--- src/rtl/rep_mul_sequencer.sv ---
// ---------------------------------------------------------------------------
// rep_mul_sequencer
//
// Operand sequencer for the repeated-addition multiplier engine.
// Each operand pair accepted on the input stream is handed to the engine in
// a fixed sequence: clear, start pulse, A on the load bus, then B on the load
// bus. The sequencer then waits for the engine's done level, captures the
// product and offers it on the output stream. If done does not arrive within
// TIMEOUT wait cycles, it returns an error result instead.
//
// Optional feature (compile-time macro REP_MUL_ZERO_BYPASS_EN):
//   When this macro is defined, a pair with a zero operand skips the engine
//   and goes straight to the output stage with product 0.
//
// Parameters
//   W        operand, bus and product width
//   TIMEOUT  maximum number of WAIT cycles before the operation is aborted
//
// Ports
//   clk          rising-edge clock
//   rst_n        asynchronous active-low reset
//   in_valid     operand pair valid
//   in_ready     sequencer can accept a pair (idle)
//   in_a         multiplicand
//   in_b         multiplier (repeat count)
//   mul_rst_n    engine clear, active low (low only in CLR)
//   mul_start    engine start pulse (high only in START)
//   mul_bus      engine shared load bus (A in SEND_A, B in SEND_B, else 0)
//   mul_done     engine done level (sampled only in WAIT)
//   mul_product  engine product register
//   out_valid    result valid
//   out_ready    downstream accepts the result
//   out_prod     product modulo 2^W (0 on timeout)
//   out_err      result was aborted by the done timeout
// ---------------------------------------------------------------------------
module rep_mul_sequencer #(
  parameter int W       = 16,
  parameter int TIMEOUT = 131071
) (
  input  logic         clk,
  input  logic         rst_n,
  input  logic         in_valid,
  output logic         in_ready,
  input  logic [W-1:0] in_a,
  input  logic [W-1:0] in_b,
  output logic         mul_rst_n,
  output logic         mul_start,
  output logic [W-1:0] mul_bus,
  input  logic         mul_done,
  input  logic [W-1:0] mul_product,
  output logic         out_valid,
  input  logic         out_ready,
  output logic [W-1:0] out_prod,
  output logic         out_err
);

  localparam int CW = $clog2(TIMEOUT + 1);
  localparam logic [CW-1:0] CNT_LAST = CW'(TIMEOUT - 1);

  localparam logic [2:0] IDLE   = 3'd0;
  localparam logic [2:0] CLR    = 3'd1;
  localparam logic [2:0] START  = 3'd2;
  localparam logic [2:0] SEND_A = 3'd3;
  localparam logic [2:0] SEND_B = 3'd4;
  localparam logic [2:0] WAIT   = 3'd5;
  localparam logic [2:0] OUT    = 3'd6;

  logic [2:0]    state;
  logic [2:0]    state_n;
  logic [W-1:0]  a_q;
  logic [W-1:0]  b_q;
  logic [CW-1:0] cnt;
  logic          accept;
  logic          zero_op;
  logic          timeout_hit;

  assign accept      = in_valid && in_ready;
  assign timeout_hit = (cnt == CNT_LAST);

`ifdef REP_MUL_ZERO_BYPASS_EN
  // A zero operand means a zero product; the engine is not needed, and it
  // would otherwise wrap on a zero repeat count.
  assign zero_op = (in_a == '0) || (in_b == '0);
`else
  assign zero_op = 1'b0;
`endif

  // Next-state logic.
  always_comb begin
    // NOTE: default assignment first, so no path through the case infers a latch.
    state_n = state;
    case (state)
      IDLE:    if (accept) state_n = zero_op ? OUT : CLR;
      CLR:     state_n = START;
      START:   state_n = SEND_A;
      SEND_A:  state_n = SEND_B;
      SEND_B:  state_n = WAIT;
      WAIT:    if (mul_done || timeout_hit) state_n = OUT;
      OUT:     if (out_ready) state_n = IDLE;
      default: state_n = IDLE;
    endcase
  end

  // All outputs are decoded from the next state and registered, so each one
  // changes only at a clock edge and is stable for the whole cycle of its state.
  // in_ready resets to 1: the sequencer is idle and ready as soon as reset
  // is released.
  always_ff @(posedge clk or negedge rst_n) begin
    if (!rst_n) begin
      state     <= IDLE;
      in_ready  <= 1'b1;
      mul_rst_n <= 1'b0;
      mul_start <= 1'b0;
      mul_bus   <= '0;
      out_valid <= 1'b0;
      out_prod  <= '0;
      out_err   <= 1'b0;
      a_q       <= '0;
      b_q       <= '0;
      cnt       <= '0;
    end else begin
      // NOTE: non-blocking assignments, so every register here samples the
      // values from before this edge.
      state     <= state_n;
      in_ready  <= (state_n == IDLE);
      mul_rst_n <= (state_n != CLR);
      mul_start <= (state_n == START);
      out_valid <= (state_n == OUT);
      mul_bus   <= (state_n == SEND_A) ? a_q :
                   (state_n == SEND_B) ? b_q : '0;

      if (accept) begin
        a_q <= in_a;
        b_q <= in_b;
      end

      // The counter starts from 0 on the edge that enters WAIT. It stops on
      // the edge that leaves WAIT.
      if (state == SEND_B) begin
        cnt <= '0;
      end else if (state == WAIT && !mul_done && !timeout_hit) begin
        cnt <= cnt + 1'b1;
      end

      if (state == IDLE && accept && zero_op) begin
        out_prod <= '0;
        out_err  <= 1'b0;
      end else if (state == WAIT) begin
        if (mul_done) begin
          out_prod <= mul_product;
          out_err  <= 1'b0;
        end else if (timeout_hit) begin
          out_prod <= '0;
          out_err  <= 1'b1;
        end
      end
    end
  end

endmodule

--- config.mk ---
export PLATFORM = sky130hd
export DESIGN_NAME = rep_mul_sequencer
export DESIGN_NICKNAME = d
export VERILOG_FILES = /design/src/rtl/rep_mul_sequencer.sv
export SDC_FILE = /design/constraint.sdc
export NUM_CORES = 1
export LEC_CHECK = 0
export CAP_MARGIN = 5
export CORE_MARGIN = 1.5
export CORE_UTILIZATION = 40
export DETAILED_ROUTE_END_ITERATION = 6
export PLACE_DENSITY = 0.79
export SLEW_MARGIN = 20
export SYNTH_ARGS = -nofsm -noshare
export SYNTH_HDL_FRONTEND = slang
export SYNTH_SLANG_ARGS = --single-unit
--- constraint.sdc ---
create_clock -name clk -period 3 [get_ports clk]
set_clock_uncertainty 0.2 [all_clocks]
set_input_delay 0.75 -clock clk [delete_from_list [all_inputs] [get_ports clk]]
set_output_delay 0.75 -clock clk [all_outputs]
set_load 0.01 [all_outputs]
==> summary.txt <==
Timing
  • Period Utilization, post-route: 79.73%
  • Worst Tran Pin Value: 0.7063 ns
  • Hold Fails Final Rpt: 0
  • RSZ-0062 raised after global routing: false
  • Relative slew slack: 52.80%
  • Setup-failing EPs final: 0
  • Crit path time final: 2.392 ns
  • Setup TNS: 0 ns
  • Highest Clock Rate: 0.4181 GHz
  • Slew Limit Fails: 0

Route
  • Routed Antenna Nets: 0
  • Via-to-Cell Ratio: around 5.2
  • Residual DRC: 0
  • Starting DRC count in detailed routing: 95
  • DRT Wirelength: 7587 um
  • Wire per inst: 15.17 um
  • TritonRoute pass-1 iters: 4
  • Vias: about 2.6k

Critical path
  • Reg2reg start: cnt[0]
  • Worst reg2reg setup slack: between 0.7 and 0.8 ns
  • CP Capture Type: primary output
  • Top delay family on crit path: flip-flops
  • CP max-delay cell: dfstp_2
  • Reg-to-Reg End: cnt[11]
  • Worst path arrival time: 1.44 ns
  • WP buf/inv: 1
  • Crit Path Category: flip-flop to primary output
  • Largest stage delay on the critical path: 0.56 ns
  • Critical path launch point type: flip-flop
  • Worst path required time: 2.05 ns
  • Cells along the critical path: clkdlybuf4s50_1
  • CP max FO: 4
  • FF-to-FF path depth: 7

Finish
  • Utilization after layout: around 55%
  • Layout Nets: 443
  • Fraction of layout cells with a size suffix above 1: 15.82%
  • N_diodes: 0
  • Area grow syn2layout: 31.91%
  • Commonest cells after routing, fill and taps aside: 88 x dfrtp_1, 88 x clkdlybuf4s50_1, 35 x nor2_1, 32 x mux2_2, 17 x mux2i_1

Global routing
  • Largest net degree at the start of global routing: 50
  • Initial antenna violation count: 0
  • GRT Util Overall: around 16%
  • First-pass GRT wire length: 12920 um
  • Vias in the first global route: roughly 2.7k
  • Aggregate global routing overflow: 0

Clock tree
  • Clock tree buffer depth: 2
  • CTS Buf Count: 9
  • CTS root buf: clkbuf_8
  • Post-CTS sizing: 0
  • Clk sinks: 89
  • Worst-Skew Late Latency: around 0.34 ns
  • Post-CTS setup buffer count: 0
  • CTS clock-pin slew for the worst setup and hold paths: 0.09 ns
  • CTS tree: done
  • H-tree Lvls: 3
  • CTS Hold Bufs: 0

Floorplanning
  • Initial Util: 41.87%
  • I/O pins: 90
  • Die Ht: 99.24 um
  • Die width: slightly below 100 um
  • Full die area: 0.009849 mm2
  • Rows: 34
  • Core area: 0.008848 mm2

Synthesis
  • Yosys warnings: 0
  • Cell variety after synth: 38
  • Mapped cell area: 0.003705 mm2
  • Post-Syn Area per Cell: 12.47 um2
  • #FFs+latches synth: 89
  • Post-Synthesis Cells: 297
  • Sequential fraction of the synthesis area: 60.15%
  • Mapped Nets: 352

Pwr
  • Clock power frac: 17.3%
  • Net Sw Power: between 0.001 and 0.0015 W
  • Leak: about 2.1 nW
  • Pwr dens: 855.1 mW/mm2
  • Int Power: 0.002850 W
  • Switch share: 31.81%
  • Seq pwr share: 46.1%
  • Comb pwr share: 36.5%
  • Total power: roughly 0.0042 W
  • Peak supply drop: 332.6 uV

Run
  • Max-cap violations: 0

Run status
  • Status: complete, no violations

Hold path
  • Min-delay worst type: input pin to asynchronous set/reset pin

Placed design
  • Port bufs: 89
  • Global placer's final weighted congestion: 0.8412
  • HPWL Detailed: 5273 um
-- power by group through the flow --
| stage | Sequential (W) | Clock, W | Combinational, W |
|---|---|---|---|
| 6_report | 0.00193 | 0.000724 | 0.00153 |
| 5_1_grt | 0.00199 | 0.000803 | 0.00167 |
| 4_1_cts | 0.00193 | 0.000755 | 0.00155 |
| 3_5_place_dp | 0.00195 | 0 | 0.00155 |
| 3_3_place_gp | 0.00193 | 0 | 0.00151 |
| 2_1_floorplan | 0.00197 | 0 | 0.000791 |
-- layout make-up --
cell class / count / area, um2
inverter: 4 / 15.01
multi-input combinational: 189 / 1394
fill: 778 / 3961
timing repair buffer: 95 / 945.9
sequential: 89 / 2228
clock buffer: 9 / 123.9
clock inverter: 6 / 45.04
tap: 108 / 135.1
-- registers in the layout, indices dropped and copies added (netlist names) --
signal and cells:
cnt 17, b_q 16, out_prod 16, out_err 1, mul_start 1, mul_rst_n 1
out_valid 1, mul_bus 16, state 3, a_q 16, in_ready 1
-- synthesized netlist by cell type (all sizes together) --
cell	instances	area, um2
a21oi	4	20.02
a22o	16	140.1
and2	1	6.260
and3	3	18.77
and3b	1	8.760
and4	1	8.760
buf	9	45.04
clkbuf	6	22.52
dfrtp	88	2202
dfstp	1	26.28
ha	2	25.02
inv	4	15.01
mux2	32	360.4
mux2i	17	170.2
nand2	15	56.30
nand2b	2	12.51
nand3	10	50.05
nand3b	1	7.510
nand4	10	81.33
nand4b	1	8.760
nor2	35	131.4
nor3	5	25.02
nor4	4	46.29
o211ai	1	7.510
o21a	1	7.510
o21ai	9	48.80
o31ai	3	22.52
or3	1	6.260
or4	2	18.77
xnor2	3	26.28
xor2	9	78.83
-- stage by stage --
stage	setup WS (ns)	std cells	hold WS [ns]	instance area, um2
after floorplan	0.9081	297	0.2544	3705
after global placement	0.4333	485	0.2565	4718
after detailed placement	0.3594	485	0.2556	4718
after CTS	0.5693	500	0.1733	4887
after global routing	0.5343	500	0.2009	4887
final	0.6081	500	0.1710	4887
-- cell families after synthesis --
kind of cell / synth area share, %
AO/OA/AOI/OAI: 6.653
XOR/XNOR: 2.837
adder cells (fa/ha/maj): 0.6753
buffers and inverters: 2.229
flip-flops: 60.15
multiplexers: 14.32
AND/OR/NAND/NOR: 13.14
-- per-layer routing --
layer  vias to the layer above  wire, um  global-route usage [%]  share of wire, %
met3                         5       369                   3.584               4.9
met2                        57      3766                   27.08                50
met1                      1314      3386                   21.48                45
li1                       1228         -                       -                 -
met5                         -         0                       0                 0
met4                         0        65                   5.850              0.86
-- how the worst max path moves through the flow --
stage | start | endpoint | cells past startpoint
floorplan | mul_done | cnt[11] | 5
global placement | mul_done | cnt[11] | 5
detailed placement | mul_done | cnt[11] | 5
CTS | in_ready | in_ready | 1
global route | mul_done | cnt[11] | 5
finish | in_ready | in_ready | 1
Note: power is estimated with default switching activity, not from simulation.
